==> config.mk <==
export PLATFORM = sky130hd
export DESIGN_NAME = tm1638_led_key_rsp_flat
export DESIGN_NICKNAME = d
export VERILOG_FILES = /design/src/rtl/tm1638_led_key_rsp_if.sv /design/src/rtl/tm1638_led_key_rsp.sv /design/src/flat_wrapper.sv
export SDC_FILE = /design/constraint.sdc
export NUM_CORES = 1
export LEC_CHECK = 0
export ABC_AREA = 1
export CAP_MARGIN = 30
export CORE_ASPECT_RATIO = 2
export CORE_MARGIN = 2
export CORE_UTILIZATION = 25
export DETAILED_ROUTE_END_ITERATION = 8
export PLACE_DENSITY = 0.41
export SETUP_SLACK_MARGIN = 0.02
export SLEW_MARGIN = 20
export SYNTH_ARGS = -nofsm -noshare
export SYNTH_HDL_FRONTEND = slang
export SYNTH_SLANG_ARGS = --single-unit
==> constraint.sdc <==
create_clock -name CK_i -period 3 [get_ports CK_i]
set_clock_uncertainty 0.15 [all_clocks]
set_input_delay 0.3 -clock CK_i [delete_from_list [all_inputs] [get_ports CK_i]]
set_output_delay 0.3 -clock CK_i [all_outputs]
set_load 0.02 [all_outputs]
==> src/rtl/tm1638_led_key_rsp_if.sv <==
// TM1638 3-wire bus bundle (STB/CLK/DIO split into MOSI/MISO plus drive enable).
// master = host side, slave = responder side.
interface tm1638_led_key_rsp_if;
    logic SCLK_i;
    logic SS_i;
    logic MOSI_i;
    logic MISO_o;
    logic MISO_EN_o;

    modport master (output SCLK_i, SS_i, MOSI_i, input MISO_o, MISO_EN_o);
    modport slave  (input SCLK_i, SS_i, MOSI_i, output MISO_o, MISO_EN_o);
endinterface

==> src/rtl/tm1638_led_key_rsp.sv <==
// TM1638 device-side responder: decodes host commands into a 16-byte display
// RAM plus display control and returns a 4-byte key snapshot on reads.
// Optional macro TM1638_RSP_GLITCH_FILTER_EN: SCLK/SS must hold for three
// consecutive synchronized samples before an edge is taken (+2 CK latency).
module tm1638_led_key_rsp #(
    parameter int C_SYNC_STAGES = 2
) (
    input  logic                 CK_i,
    input  logic                 XARST_i,
    tm1638_led_key_rsp_if.slave  bus,
    input  logic [7:0]           KEYS_i,
    output logic [127:0]         GRID_RAM_o,
    output logic                 DISP_ON_o,
    output logic [2:0]           BRIGHT_o,
    output logic                 UPD_o,
    output logic                 CMD_ERR_o
);
    typedef enum logic [2:0] {S_IDLE, S_CMD, S_WDATA, S_IGNORE, S_RKEY} state_t;

    // Key byte n carries key 7-2n in bit 0 and key 6-2n in bit 4.
    function automatic logic [31:0] key_word(input logic [7:0] k);
        logic [31:0] w;
        w = '0;
        for (int n = 0; n < 4; n++) begin
            w[8*n]     = k[7-2*n];
            w[8*n + 4] = k[6-2*n];
        end
        return w;
    endfunction

    logic [C_SYNC_STAGES-1:0] sclk_sync, ss_sync, mosi_sync;
    logic sclk_s, ss_s, mosi_s;
    logic sclk_q, ss_q;
    logic sclk_ok, ss_ok;
    logic sclk_rise, sclk_fall, ss_rise, ss_fall;

    // Bus pins into the clock domain; bus idles with SCLK and SS high.
    always_ff @(posedge CK_i or negedge XARST_i) begin
        if (!XARST_i) begin
            sclk_sync <= '1;
            ss_sync   <= '1;
            mosi_sync <= '0;
        end else begin
            sclk_sync <= {sclk_sync[C_SYNC_STAGES-2:0], bus.SCLK_i};
            ss_sync   <= {ss_sync[C_SYNC_STAGES-2:0],   bus.SS_i};
            mosi_sync <= {mosi_sync[C_SYNC_STAGES-2:0], bus.MOSI_i};
        end
    end

    assign sclk_s = sclk_sync[C_SYNC_STAGES-1];
    assign ss_s   = ss_sync[C_SYNC_STAGES-1];
    assign mosi_s = mosi_sync[C_SYNC_STAGES-1];

`ifdef TM1638_RSP_GLITCH_FILTER_EN
    logic [1:0] sclk_hist, ss_hist;

    // Two-sample history; a level is accepted once three samples agree.
    always_ff @(posedge CK_i or negedge XARST_i) begin
        if (!XARST_i) begin
            sclk_hist <= 2'b11;
            ss_hist   <= 2'b11;
        end else begin
            sclk_hist <= {sclk_hist[0], sclk_s};
            ss_hist   <= {ss_hist[0], ss_s};
        end
    end

    assign sclk_ok = (sclk_hist == {2{sclk_s}});
    assign ss_ok   = (ss_hist == {2{ss_s}});
`else
    assign sclk_ok = 1'b1;
    assign ss_ok   = 1'b1;
`endif

    // Accepted level copy; edges are taken where the accepted level changes.
    always_ff @(posedge CK_i or negedge XARST_i) begin
        if (!XARST_i) begin
            sclk_q <= 1'b1;
            ss_q   <= 1'b1;
        end else begin
            if (sclk_ok) sclk_q <= sclk_s;
            if (ss_ok)   ss_q   <= ss_s;
        end
    end

    assign sclk_rise = sclk_ok &  sclk_s & ~sclk_q;
    assign sclk_fall = sclk_ok & ~sclk_s &  sclk_q;
    assign ss_rise   = ss_ok   &  ss_s   & ~ss_q;
    assign ss_fall   = ss_ok   & ~ss_s   &  ss_q;

    state_t          state, state_nxt;
    logic [2:0]      bit_cnt;
    logic [7:0]      shreg, byte_val;
    logic [3:0]      addr;
    logic            fixed_mode;
    logic [15:0][7:0] ram;
    logic            disp_on;
    logic [2:0]      bright;
    logic            dirty, upd, cmd_err, miso_en, skip_fall;
    logic [31:0]     key_sr;
    logic            shift_en, ram_we, ctrl_we, mode_we, addr_we, err, key_load;

    // State register.
    always_ff @(posedge CK_i or negedge XARST_i) begin
        if (!XARST_i) state <= S_IDLE;
        else          state <= state_nxt;
    end

    // Next state plus one-cycle strobes for the datapath.
    always_comb begin
        state_nxt = state;
        byte_val  = {mosi_s, shreg[7:1]};
        shift_en  = 1'b0;
        ram_we    = 1'b0;
        ctrl_we   = 1'b0;
        mode_we   = 1'b0;
        addr_we   = 1'b0;
        err       = 1'b0;
        key_load  = 1'b0;
        if (ss_rise) begin
            state_nxt = S_IDLE;
        end else if (ss_fall) begin
            state_nxt = S_CMD;
        end else if (sclk_rise && state != S_IDLE && state != S_RKEY) begin
            shift_en = 1'b1;
            if (bit_cnt == 3'd7) begin
                unique case (state)
                    S_CMD: begin
                        unique case (byte_val[7:6])
                            2'b01: begin
                                mode_we   = 1'b1;
                                key_load  = byte_val[1];
                                state_nxt = byte_val[1] ? S_RKEY : S_IGNORE;
                            end
                            2'b11: begin
                                addr_we   = 1'b1;
                                state_nxt = S_WDATA;
                            end
                            2'b10: begin
                                ctrl_we   = 1'b1;
                                state_nxt = S_IGNORE;
                            end
                            default: begin
                                err       = 1'b1;
                                state_nxt = S_IGNORE;
                            end
                        endcase
                    end
                    S_WDATA: ram_we = 1'b1;
                    default: ;
                endcase
            end
        end
    end

    // Byte assembly, RAM/control writes, key readout and status pulses.
    always_ff @(posedge CK_i or negedge XARST_i) begin
        if (!XARST_i) begin
            bit_cnt    <= '0;
            shreg      <= '0;
            addr       <= '0;
            fixed_mode <= 1'b0;
            ram        <= '0;
            disp_on    <= 1'b0;
            bright     <= '0;
            dirty      <= 1'b0;
            upd        <= 1'b0;
            cmd_err    <= 1'b0;
            miso_en    <= 1'b0;
            skip_fall  <= 1'b0;
            key_sr     <= '0;
        end else begin
            upd     <= ss_rise & dirty;
            cmd_err <= err;
            if (ss_fall) begin
                bit_cnt <= '0;
                shreg   <= '0;
                dirty   <= 1'b0;
                miso_en <= 1'b0;
            end else if (ss_rise) begin
                dirty   <= 1'b0;
                miso_en <= 1'b0;
            end else if (shift_en) begin
                bit_cnt <= bit_cnt + 3'd1;
                shreg   <= byte_val;
            end
            if (mode_we) fixed_mode <= byte_val[2];
            if (addr_we) addr <= byte_val[3:0];
            if (ram_we) begin
                ram[addr] <= byte_val;
                if (!fixed_mode) addr <= addr + 4'd1;
                dirty <= 1'b1;
            end
            if (ctrl_we) begin
                disp_on <= byte_val[3];
                bright  <= byte_val[2:0];
                dirty   <= 1'b1;
            end
            // The fall closing the command byte must not consume bit 0.
            if (key_load) begin
                key_sr    <= key_word(KEYS_i);
                miso_en   <= 1'b1;
                skip_fall <= 1'b1;
            end else if (state == S_RKEY && sclk_fall && !ss_rise) begin
                if (skip_fall) skip_fall <= 1'b0;
                else           key_sr    <= {1'b0, key_sr[31:1]};
            end
        end
    end

    assign bus.MISO_o    = miso_en & key_sr[0];
    assign bus.MISO_EN_o = miso_en;
    assign GRID_RAM_o    = ram;
    assign DISP_ON_o     = disp_on;
    assign BRIGHT_o      = bright;
    assign UPD_o         = upd;
    assign CMD_ERR_o     = cmd_err;
endmodule

==> src/flat_wrapper.sv <==
// flat-port wrapper written by rule: the top's interface ports become plain ports
module tm1638_led_key_rsp_flat 
#(
    parameter int C_SYNC_STAGES = 2
)
  (CK_i, XARST_i, KEYS_i, GRID_RAM_o, DISP_ON_o, BRIGHT_o, UPD_o, CMD_ERR_o, bus_SCLK_i, bus_SS_i, bus_MOSI_i, bus_MISO_o, bus_MISO_EN_o);
  tm1638_led_key_rsp_if bus_i ();
  input  logic CK_i;
  input  logic XARST_i;
  input  logic [7:0] KEYS_i;
  output logic [127:0] GRID_RAM_o;
  output logic DISP_ON_o;
  output logic [2:0] BRIGHT_o;
  output logic UPD_o;
  output logic CMD_ERR_o;
  input wire logic [$bits(bus_i.SCLK_i)-1:0] bus_SCLK_i;
  input wire logic [$bits(bus_i.SS_i)-1:0] bus_SS_i;
  input wire logic [$bits(bus_i.MOSI_i)-1:0] bus_MOSI_i;
  output wire logic [$bits(bus_i.MISO_o)-1:0] bus_MISO_o;
  output wire logic [$bits(bus_i.MISO_EN_o)-1:0] bus_MISO_EN_o;
  assign bus_i.SCLK_i = bus_SCLK_i;
  assign bus_i.SS_i = bus_SS_i;
  assign bus_i.MOSI_i = bus_MOSI_i;
  assign bus_MISO_o = bus_i.MISO_o;
  assign bus_MISO_EN_o = bus_i.MISO_EN_o;
  tm1638_led_key_rsp #(.C_SYNC_STAGES(C_SYNC_STAGES)) u_core (.CK_i(CK_i), .XARST_i(XARST_i), .bus(bus_i), .KEYS_i(KEYS_i), .GRID_RAM_o(GRID_RAM_o), .DISP_ON_o(DISP_ON_o), .BRIGHT_o(BRIGHT_o), .UPD_o(UPD_o), .CMD_ERR_o(CMD_ERR_o));
endmodule
### After elaboration in Yosys (flattened, before gate mapping)

Cells that the tools add are included.

| storage, ports and cells | value |
|---|---|
| flip-flop bits (word level) | 196 |
| output and inout bits | 136 |
| word-level logic and storage cells | 143 |

| cells by class | value |
|---|---|
| reduce and logical (&&, ||, !) cells | 18 |
| add/sub/neg operators | 2 |
| bitwise gates (word level) | 10 |
| muxes and demuxes | 67 |
| equal/unequal tests | 10 |
| $lt $le $gt $ge | 2 |

Operator list:

| cell | count |
|---|---|
| bitwise mux 128 bit | 1 |
| 2-to-1 mux 32 bit | 3 |
| 2-to-1 mux 1 bit | 45 |
| demux 8 bit (select 4 bit) | 1 |
| 2-to-1 mux 8 bit | 4 |
| 2-to-1 mux 3 bit | 9 |
| nonzero test 3 bit | 5 |
| 2-to-1 mux 4 bit | 3 |
| bitwise AND 1 bit | 6 |
| == test 3 bit, second input constant | 2 |
| case mux 3 bit (2 select lines) | 1 |
| logical AND 1 bit | 5 |
| < comparator 4 x 5 -> 1 bit, second input constant | 1 |
| adder 4 x 1 -> 4 bit, second input constant | 1 |
| == test 2 bit, second input constant | 2 |
| greater-or-equal comparator 4 x 1 -> 1 bit, second input constant | 1 |
| inequality test 2 bit, second input constant | 2 |
| inverter 1 bit | 4 |
| AND reduction 2 bit | 2 |
| nonzero test 2 bit | 2 |
| nonzero test 4 bit | 1 |
| adder 3 x 1 -> 3 bit, second input constant | 1 |
| == test 3 x 1 -> 1 bit, second input constant | 1 |
| == test 3 x 2 -> 1 bit, second input constant | 1 |
| other kinds (5) | 5 |

### Depth between registers and ports, before layout

Gate-level depths: netlist (run 1).

| depth | value |
|---|---|
| depth after elaboration | 10 |
| mapped depth | 11 |

### Least setup slack after synthesis (run 1)

No wires, ideal clock.

| timing path | value |
|---|---|
| path kind | reg-to-reg |
| start | reg u_core.ss_q |
| end | reg u_core.key_sr[13] |
| data required time | 2.732 ns |
| arrival | 1.858 ns |
| path buffers | 2 |
| slack | 0.874 ns |
| library setup time | 0.118 ns |
| stages on the path, launching flop included | 11 |
| cell sequence | dfstp_2 -> inv_1 -> ha_1 -> nor2_1 -> nand3_2 -> nor2_4 -> nand2_1 -> buf_6 -> buf_6 -> nand3_1 -> nand2_1 |

| on the way | value |
|---|---|
| word-level cells in the longest chain between the ends | 6 |

Ends and longest elaborated chain:

| item | RTL line | RTL |
|---|---|---|
| start: declaration | tm1638_led_key_rsp.sv:33 | `logic sclk_q, ss_q;` |
| start signal: assignment | tm1638_led_key_rsp.sv:82 | `if (ss_ok) ss_q <= ss_s;` |
| parallel branches: the longest is 6 deep, another holds inequality test 2 bit | n/a |  |
| end signal: assignment | tm1638_led_key_rsp.sv:201 | `key_sr <= key_word(KEYS_i);` |
| end signal: assignment | tm1638_led_key_rsp.sv:206 | `else key_sr <= {1'b0, key_sr[31:1]};` |
| end: declaration | tm1638_led_key_rsp.sv:100 | `logic [31:0] key_sr;` |

Several ways; the timed one is not identified.
A chain may end at the register's enable or synchronous reset.

### Worst setup path after layout (run 1)

| timing path | value |
|---|---|
| start | reg u_core.ss_q |
| end | reg u_core.ram, in the netlist u_core.GRID_RAM_o[51] |

| on the way | value |
|---|---|
| word-level cells in the longest chain between the ends | 3 |

Ends and longest elaborated chain:

| item | RTL line | RTL |
|---|---|---|
| bitwise AND 1 bit or inverter 1 bit (tied branches) | tm1638_led_key_rsp.sv:89, tm1638_led_key_rsp.sv:88 |  |
| 2-to-1 mux 1 bit or bitwise AND 1 bit (tied branches) | tm1638_led_key_rsp.sv:122, tm1638_led_key_rsp.sv:88 |  |
| 2-to-1 mux 1 bit (*) | tm1638_led_key_rsp.sv:120 | `if (ss_rise) begin` |
| end signal: indexed assignment | tm1638_led_key_rsp.sv:190 | `ram[addr] <= byte_val;` |
| end: declaration | tm1638_led_key_rsp.sv:96 | `logic [15:0][7:0] ram;` |

Every way passes the cells marked *; elsewhere a longest branch is shown, timed or not.

==> metrics.yaml, run 1 <==
grt:
  overflow: 0
  antenna_found_initial: 0
  grt_max_degree: 89
  grt_pass1_wl_mm: 39.3
  track_usage: 0.161
  first_global_vias: 6541
worst_setup_path:
  end_kind: "flip-flop"
  crit_type: "reg2reg"
  critPathMaxFanout: 16
  critPathLaunchType: "flip-flop"
  reg2regPathDepth: 10
  r2r_end: "u_core.GRID_RAM_o[51]$_DFFE_PN0P_"
  crit_required_ns: 3.20
  r2r_setup_slack_ns: 0.42
  cp.arrival_ns: 2.78
  r2r_start: "u_core.ss_q$_DFF_PN1_"
floorplanning:
  num_io_pins: 149
  die_area_um2: 33000
  initial_utilization: 0.255
  fp-row-count: 91
  die_x_um: 129
  core_area_um2: 30900
  die_h_um: 255
detailed_routing:
  dr.pass1.iters: 4
  first_iter_violations: 337
  drtAntennaViolNets: 0
  drc: 0
  vias: 6228
  post_drt_via_cell_ratio: 4.33
  wire_per_inst_um: 17.5
  totalWireLength_mm: 25.2
clock_tree:
  cts.sinks: 192
  clock_latency_ns: 0.46
  clk_pin_slew_worst_paths_ns: 0.07
  ctsRootBufferMaster: "clkbuf_16"
  cts_made_buffers: 17
  cts_buffer_depth: 2
  cts_tree: "built"
  htreeDepth: 4
  cts_resized: 0
timing:
  layout_min_cycle_time_ns: 2.58
  worst_slew_pin_slew_ns: 0.736
  setup-tns-final_ns: 0
  setup_slack_ns: 0.420
  clock.fmax_mhz: 388
  finalHoldViolations: 0
  max_slew_margin: 0.509
  rsz0062_at_grt: "false"
  period_share: 0.860
  maxSlewViolCount: 0
  final-setup-viol-count: 0
synthesis:
  synth_compound_area_frac: 0.0409
  synth_most_common_cell: "nand2_1"
  netlist.area_leader.share: 0.592
  ys_types: 34
  yosysTopAreaCell: "dfrtp_1"
  synth-xor-area-share: 0.00223
  yosys.area_share.adder: 0.0127
  synthTopCellsByArea: "dfrtp_1 (59%), nand2_1 (15%), nand3_1 (8.2%)"
  synth_edf_count: 0
  synth_ff_type: "dfrtp_1"
  ys_ff_latch: 192
  synthMuxAreaShare: 0.00127
  ys_seq_area_frac: 0.612
  syn_area_um2: 7860
  synth_commonest_cells: "nand2_1 (324), dfrtp_1 (186), nand3_1 (129)"
  yosys_warnings: 0
  postSynthCellCount: 852
  synth-simple-area-share: 0.287
  syn_nets: 873
  async_flop_share: 1.00
  synth_top_family_by_area: "simple AND/OR/NAND/NOR gates"
  syn_avg_cell_area_um2: 9.23
final_layout:
  final_cell_area_um2: 10400
  final_cells: 1438
  fin_util: 0.338
  antenna_cells: 0
  drive_gt1_frac: 0.0755
  syn_to_final_growth_pct: 32.6
  fin_nets: 1028
worst_hold_path:
  worstHoldStart: "bus_SCLK_i"
  holdPathEnd: "u_core.sclk_sync[0]$_DFF_PN1_"
  hold_class: "in2reg"
  min_path_cells: 1
power:
  sw_frac_of_total: 0.252
  internal_power_mw: 3.74
  leakagePower_nw: 5.07
  power_frac_clock: 0.443
  pwr-share-seq: 0.524
  ir_drop_uv: 379
  switchingPower_mw: 1.26
  pwr-share-comb: 0.033
  p_per_area_nw_per_um2: 480
place:
  place_inst: 1405
  hpwl_mm: 17.8
  post-place-ws_ns: 0.379
  port-buffer-count: 148
  gp_congestion: 0.720
  dpl-instance-area_um2: 9860
job:
  cap_violations: 0
run_status:
  status: "finished, final reports clean"
worst max-delay path, cell delays in order (launching register included):
cell and delay [ns]:
dfstp_2 0.54, inv_1 0.04, ha_1 0.27, nor2_1 0.26, inv_2 0.13, nor2_8 0.28
nand2_4 0.12, nor2_1 0.24, nand2_1 0.27, nand2_1 0.12, nand2_1 0.06
cells by family after synthesis:
kind of cell	Yosys count
XOR/XNOR	2
flip-flops	192
buffers and inverters	75
AO/OA/AOI/OAI	62
multiplexers	1
adder cells (fa/ha/maj)	8
AND/OR/NAND/NOR	512
cell usage in the layout, fill, tap and decap left out, drive strengths merged:
cell type and n:
dfstp 6, nand3 132, nor2 31, nand4 13, nor3 3, o211ai 1, inv 50, a21oi 2
buf 19, clkdlybuf4s50 147, nor4 1, dfrtp 186, xor2 1, o21ai 52, clkbuf 18, nand2 326
clkinv 8, nand3b 6, o22ai 7, xnor2 1, dlygate4sd3 1, mux2i 1, ha 8
power groups by stage:
stage	Combinational, mW	Sequential (mW)	Clock, mW
4_1_cts	0.176	2.62	2.30
3_3_place_gp	0.175	2.67	0
3_5_place_dp	0.175	2.67	0
2_1_floorplan	0.0568	2.67	0
6_report	0.167	2.62	2.21
5_1_grt	0.191	2.62	2.41
worst max-delay path by stage:
stage | from | endpoint | cells after the start
after global placement | u_core.ss_q$_DFF_PN1_ | u_core.GRID_RAM_o[48]$_DFFE_PN0P_ | 10
after floorplan | u_core.ss_q$_DFF_PN1_ | u_core.key_sr[13]$_DFFE_PN0P_ | 10
after global routing | u_core.ss_q$_DFF_PN1_ | u_core.GRID_RAM_o[65]$_DFFE_PN0P_ | 10
after detailed placement | u_core.ss_q$_DFF_PN1_ | u_core.GRID_RAM_o[51]$_DFFE_PN0P_ | 10
final | u_core.ss_q$_DFF_PN1_ | u_core.GRID_RAM_o[51]$_DFFE_PN0P_ | 10
after CTS | u_core.ss_q$_DFF_PN1_ | u_core.GRID_RAM_o[51]$_DFFE_PN0P_ | 10
state kept, by name, indices dropped and copies added (netlist names), 2 cells and up:
signal             flops
u_core.GRID_RAM_o    128
u_core.key_sr         29
u_core.shreg           7
u_core.addr            4
u_core.BRIGHT_o        3
u_core.bit_cnt         3
u_core.state           3
u_core.mosi_sync       2
u_core.sclk_sync       2
u_core.ss_sync         2
what timing repair did:
| item | CTS | global route |
|---|---|---|
| hold buffers | 1 | 0 |
| hold endpoints to repair | 75 | 0 |
| setup buffers | 0 | 0 |
per-layer routing:
layer,track usage,part of all wire
met5,0,0
met4,0.0494,0.016
met3,0.0325,0.028
met2,0.305,0.57
met1,0.176,0.39
cell type report:
type / instances / area (µm²)
fillers: 3232 / 20400
flip-flops and latches: 192 / 4810
multi-input cells: 585 / 2700
repair buffers: 168 / 1680
well taps: 418 / 523
clock buffers: 17 / 425
inverters: 43 / 161
clock inverters: 15 / 125
stage by stage:
step / hold WS, ns / total power, mW
after detailed placement: 0.186 / 2.84
after global routing: 0.0681 / 5.22
final: 0.0966 / 5.00
after CTS: 0.0675 / 5.10
after floorplan: -0.146 / 2.72
after global placement: 0.198 / 2.84
Power figures use the tool's default switching activity.
==> run 2, diff against run 1 <==
Settings changed: HOLD_SLACK_MARGIN set to 0.12, SLEW_MARGIN 20 to not set.
==> run 2 against run 1 <==
Critical path depth unchanged. Combinational power is essentially flat. Critical path type unchanged. Die area unchanged. Non-clock buffer count rose by 3. Register-to-register slack about the same. Sequential share of layout area decreased by 0.13 points. Cell count up 0.21%. Routed wire length hardly changed. Largest power group unchanged. Count of clock-buffer cells in the layout unchanged. Cell area grew 0.29%.
==> metrics.yaml, run 2 (synthesis gave the netlist of run 1 again) <==
clock_tree:
  cts_tree: "built"
  clk_pin_slew_worst_paths_ns: 0.07  # about the same
  cts_buffer_depth: 2  # unchanged
  ctsRootBufferMaster: "clkbuf_16"
  cts.sinks: 192  # unchanged
  cts_made_buffers: 17  # unchanged
  clock_latency_ns: 0.45  # about the same
  htreeDepth: 4  # unchanged
  cts_resized: 0  # unchanged
final_layout:
  antenna_cells: 0  # unchanged
  syn_to_final_growth_pct: 33.0
  drive_gt1_frac: 0.0753  # -0.000221
  n_fill_cell: 3230  # -0.062%
  largest_reg_flops: 128  # unchanged
  final-seq-area_um2: 4810  # unchanged
  final_cell_mix: "nand2_1 (324), dfrtp_1 (186), clkdlybuf4s50_1 (147)"
  final_common_cell: "nand2_1"
  final_cells: 1441  # +0.21%
  fin_nets: 1031  # +0.29%
  multi_input_area_um2: 2700  # unchanged
worst_hold_path:
  min_path_cells: 0  # -1
  hold_class: "reg2reg"
  worstHoldStart: "u_core.sclk_sync[0]$_DFF_PN1_"
grt:
  grt_pass1_wl_mm: 39.3  # about the same
  antenna_found_initial: 0  # unchanged
  first_global_vias: 6555  # +0.21%
  overflow: 0  # unchanged
  grt_max_degree: 89  # unchanged
  track_usage: 0.161  # about the same
power:
  sw_frac_of_total: 0.253  # +0.000324
  internal_power_mw: 3.74  # about the same
  switchingPower_mw: 1.26  # +0.24%
  pwr-share-seq: 0.523  # about the same
  pwr-share-comb: 0.034  # about the same
  ir_drop_uv: 380  # +0.19%
  power_mw: 5.00  # +0.11%
  p_per_area_nw_per_um2: 479  # -0.18%
  power_frac_clock: 0.443  # about the same
  leakagePower_nw: 5.08  # +0.25%
timing:
  period_share: 0.860  # about the same
  rsz0062_at_grt: "false"
  worst_slew_pin_slew_ns: 0.735  # -0.00164 ns
  clock.fmax_mhz: 388  # about the same
  layout_min_cycle_time_ns: 2.58  # -0.000419 ns
  setup_slack_ns: 0.420  # +0.000419 ns
  max_slew_margin: 0.510  # +0.00109
  finalHoldViolations: 0  # unchanged
  maxSlewViolCount: 0  # unchanged
  final-setup-viol-count: 0  # unchanged
  whs_ns: 0.204  # +0.108 ns
  setup-tns-final_ns: 0  # unchanged
floorplanning:
  die_area_um2: 33000  # unchanged
  die_h_um: 255  # unchanged
  fp-row-count: 91  # unchanged
  die_x_um: 129  # unchanged
  initial_utilization: 0.255  # unchanged
  core_area_um2: 30900  # unchanged
  num_io_pins: 149  # unchanged
worst_setup_path:
  crit_type: "reg2reg"
  r2r_start: "u_core.ss_q$_DFF_PN1_"
  worstPathCellList: "inv_1 > ha_1 > nor2_1 > inv_2 > nor2_8 > nand2_4 > nor2_1 > nand2_1 > nand2_1 > nand2_1"
  cp.depth: 10  # unchanged
  path_common_cell: "nand2_1"
  critPathLaunchType: "flip-flop"
  slowest_delay_ns: 0.54  # about the same
  crit_required_ns: 3.20  # about the same
  crit_start: "u_core.ss_q$_DFF_PN1_"
  reg2regPathDepth: 10  # unchanged
  critPathMaxFanout: 16  # unchanged
  path_buf_inv: 2  # unchanged
  crit_family: "simple AND/OR/NAND/NOR gates"
  cp.arrival_ns: 2.78  # about the same
  end_kind: "flip-flop"
  slowest_stage: "dfstp_2"
place:
  gp_congestion: 0.720  # unchanged
  port-buffer-count: 148  # unchanged
  place_inst: 1405  # unchanged
  post-place-ws_ns: 0.379  # unchanged
  hpwl_mm: 17.8  # unchanged
detailed_routing:
  dr.pass1.iters: 4  # unchanged
  vias: 6262  # +0.55%
  drtAntennaViolNets: 0  # unchanged
  post_drt_via_cell_ratio: 4.35  # +0.34%
  first_iter_violations: 352  # +4.5%
  totalWireLength_mm: 25.2  # about the same
  drc: 0  # unchanged
  wire_per_inst_um: 17.5  # -0.24%
job:
  cap_violations: 0  # unchanged
run_status:
  status: "finished, final reports clean"
run 2: cell count changes in the layout (fill, tap and decap cells not counted), sizes merged:
cell | before | now
dlygate4sd3 | 1 | 4
run 2: path summary, 6_finish.rpt:
path                       slack (ns)                                end
max                              0.42  u_core.GRID_RAM_o[55]$_DFFE_PN0P_
min                              0.20      u_core.sclk_sync[1]$_DFF_PN1_
max reg2reg                      0.42  u_core.GRID_RAM_o[55]$_DFFE_PN0P_
min reg2reg                      0.20      u_core.sclk_sync[1]$_DFF_PN1_
max in group asynchronous        1.64      u_core.sclk_sync[0]$_DFF_PN1_
min in group asynchronous        0.28      u_core.key_sr[20]$_DFFE_PN0P_
run 2: worst reg2reg max path: stages, from the launching register on:
cell and delay (ns):
dfstp_2 0.54, inv_1 0.04, ha_1 0.27, nor2_1 0.26
inv_2 0.13, nor2_8 0.28, nand2_4 0.12, nor2_1 0.24
nand2_1 0.27, nand2_1 0.13, nand2_1 0.05
run 2: metrics by stage:
step,cell area (µm²),util
floorplan,7860,-
global placement,9860,0.320
detailed placement,9860,0.320
CTS,10500,0.339
global route,10500,0.339
finish,10500,0.339
run 2: layout make-up:
cell class | instances | share of cell area
clock buffers | 17 | 0.0407
clock inverters | 15 | 0.0120
inverters | 43 | 0.0154
multi-input cells | 585 | 0.258
flip-flops and latches | 192 | 0.460
well taps | 418 | 0.0500
repair buffers | 171 | 0.163
run 2: timing repair:
action                    CTS  global route
setup buffers               0             0
hold buffers                4             0
hold endpoints to repair   78             0
run 2: per-layer routing:
metal	track usage	vias to the layer above	part of all wire
met5	0	-	0
met4	0.0494	0	0.016
met3	0.0325	19	0.029
met2	0.305	116	0.57
met1	0.176	3052	0.39
li1	-	3075	-
run 2: power by group through the flow:
stage	sequential, mW	combinational, mW	clock, mW
3_3_place_gp	2.67	0.175	0
5_1_grt	2.62	0.195	2.41
6_report	2.62	0.170	2.22
4_1_cts	2.62	0.179	2.30
2_1_floorplan	2.67	0.0568	0
3_5_place_dp	2.67	0.175	0
==> patch, RTL diff (settings of run 2) <==
Encoding of `state_t`: now one-hot (5 bits for 5 states).
--- a/src/rtl/tm1638_led_key_rsp.sv
+++ b/src/rtl/tm1638_led_key_rsp.sv
@@ -15,7 +15,7 @@
     output logic                 UPD_o,
     output logic                 CMD_ERR_o
 );
-    typedef enum logic [2:0] {S_IDLE, S_CMD, S_WDATA, S_IGNORE, S_RKEY} state_t;
+    typedef enum logic [4:0] {S_IDLE = 5'b00001, S_CMD = 5'b00010, S_WDATA = 5'b00100, S_IGNORE = 5'b01000, S_RKEY = 5'b10000} state_t;
 
     // Key byte n carries key 7-2n in bit 0 and key 6-2n in bit 4.
     function automatic logic [31:0] key_word(input logic [7:0] k);
Function: no difference found for any inputs over 10 cycles, from zero or initial values and one cycle with XARST_i low; not proved beyond that.
==> patch against run 2 <==
Sequential cell count up 2. Maximum frequency decreased by 0.55%. Worst hold slack worse by 0.010 ns. Non-clock buffer count rose by 17. Total power increased by 2.2%. Area after synthesis is 12% higher. Global-route usage is essentially flat. Setup slack worse by 0.014 ns. Routed wire length increased by 13%. Final area is 8.5% higher.
==> patch: results (changes against run 2) <==
Parameter                              Value

Outcome
  Run status ... complete, no violations

Timing
  Transition time of the tightest slew-check pin ... 0.869 ns (+0.135 ns)

Drt
  Met3 wire len ... 863 µm (+19%)
  Aggregate routed wire length ... 28300 µm (+13%)
  Amount of wire on met2 after detailed routing ... 15800 µm (+11%)
  Iter 0 DRT Violations ... 339 (-3.7%)
  Overall via count from detail_route ... 7147 (+14%)
  Wire length on met1 ... 10900 µm (+12%)
  Top sig layer ... met4

Setup path
  Critical-path maximum fanout ... 14 (-2)
  Worst path arrival time ... 2.79 ns (about the same)
  Cells on worst reg2reg path ... 11 (+1)

Placed design
  Cell Count Post-Placement ... 1538 (+9.5%)
  Weighted congestion reported at the end of routability-driven placement ... 0.787 (+9.3%)
  Half-perimeter wire length after placement ... 19700 µm (+11%)

Global route
  Via count of the first global-routing pass ... 7279 (+11%)
  First-pass GRT wire length ... 44000 µm (+12%)
  GRT Total Usage ... 0.161 (+0.000223)
  Initial antenna violation count ... 0 (unchanged)
  Pin count of the biggest net entering global routing ... 79 (-11%)

Logic synthesis
  Mux cell area share after synthesis ... 0 (-0.00127)
  Adder and majority cell fraction of the synthesized area ... 0.0128 (+0.000104)
  Share of the synthesized netlist area taken by xor and xnor gates ... 0.00200 (-0.000231)
  Number of synthesis warnings ... 0 (unchanged)
  Sequential area share after synthesis ... 0.554 (-0.0577)
  Synth area leaders ... dfrtp_1 (53%), nand2_1 (16%), nand4_1 (10%)
  Commonest cells in the synthesized netlist ... nand2_1 (364), dfrtp_1 (187), nand4_1 (140), inv_1 (87), o21ai_0 (43)
  Number of instances in the synthesized netlist ... 979 (+15%)
  Synthesized Nets ... 1001 (+15%)
  Synth async-reset ratio ... 1.00 (unchanged)

Power and ir drop
  Internal power ... 3890 µW (+3.9%)
  Peak VDD IR ... 0.410 mV (+7.9%)
  Static power due to leakage ... 0.00566 µW (+11%)

Worst hold path
  Min-delay worst type ... in2reg
  Hold Path Cell Cnt ... 1 (+1)

Clock network
  Number of buffers added by the clock tree synthesis step ... 17 (unchanged)
  Number of setup buffers added after CTS ... 0 (unchanged)
  Quantity of hold-fixing buffers added after cts ... 3 (-1)
  CTS Buffer Depth ... 2 (unchanged)
  Library cell used as clock root buffer ... clkbuf_16

Cells and area
  Net count reported at finish ... 1139 (+10%)
  Fraction of layout instances using a drive strength above 1 ... 0.0903 (+0.0150)
  Fill cell instance count of the final layout ... 3636 (+13%)
  Post-route insts no fill ... 1575 (+9.3%)
## patch: cell types whose count changed in the layout (fill, tap and decap cells not counted), moves of 7 or more
cell / run 2 / this run
o21ai_1: 22 / 0
nand3_1: 129 / 25
nand4_1: 8 / 140
o21ai_0: 30 / 43
nand2_1: 324 / 364
buf_4: 16 / 31
nor2_1: 28 / 4
nand3_4: 0 / 10
o22ai_1: 7 / 0
inv_1: 37 / 87
## patch: per-layer routing
layer	vias up	GRT usage
met4	0	0.0670
li1	3486	-
met5	-	0
met2	124	0.297
met3	32	0.0314
met1	3505	0.178
## patch: cell type report
type                            instances  area (µm²)  share of cell area
Multi-Input combinational cell        625        3160               0.278
Clock buffer                           23         468              0.0412
Inverter                               91         342              0.0301
Timing Repair Buffer                  188        1860               0.164
Tap cell                              445         557              0.0491
Clock inverter                          9        97.6             0.00860
Sequential cell                       194        4860               0.429
## patch: power by group through the flow
stage,registers (µW),logic [µW],clock network [µW]
after CTS,2660,170,2370
after global placement,2710,165,0
after detailed placement,2710,165,0
after floorplan,2690,62.9,0
final,2650,172,2290
after global routing,2650,197,2490
## patch: kinds of logic (layout without fill, tap and decap cells)
kind of cell | count (synthesis) | in the layout
flip-flops | 194 | 194
adder cells (fa/ha/maj) | 9 | 9
buffers and inverters | 160 | 311
AO/OA/AOI/OAI | 46 | 46
XOR/XNOR | 2 | 2
AND/OR/NAND/NOR | 568 | 568
## patch: path summary, 6_finish.rpt
kind | start | endpoint | slack, ns
max in group asynchronous | XARST_i | u_core.GRID_RAM_o[82] | 1.58
min in group asynchronous | XARST_i | u_core.BRIGHT_o[0] | 0.31
max reg2reg | u_core.ss_sync[1] | u_core.GRID_RAM_o[63] | 0.41
min | bus_MOSI_i | u_core.mosi_sync[0] | 0.19
min reg2reg | u_core.sclk_sync[0] | u_core.sclk_sync[1] | 0.21
max | u_core.ss_sync[1] | u_core.GRID_RAM_o[63] | 0.41
## patch: per-stage QoR
step / worst slack (ns) / area (µm²) / total power (µW)
global placement: 0.458 / 10700 / 2870
detailed placement: 0.394 / 10700 / 2870
finish: 0.406 / 11300 / 5110
global route: 0.150 / 11300 / 5340
floorplan: 0.928 / 8770 / 2760
CTS: 0.374 / 11300 / 5200
## patch: critical path, stage by stage (launching register included)
cell	delay, ns
dfstp_2	0.56
inv_1	0.05
ha_1	0.17
inv_1	0.13
nand2_1	0.18
inv_1	0.21
nand2_4	0.12
nor2_8	0.24
buf_4	0.22
nand3_1	0.26
nand2_1	0.15
nand2_1	0.06
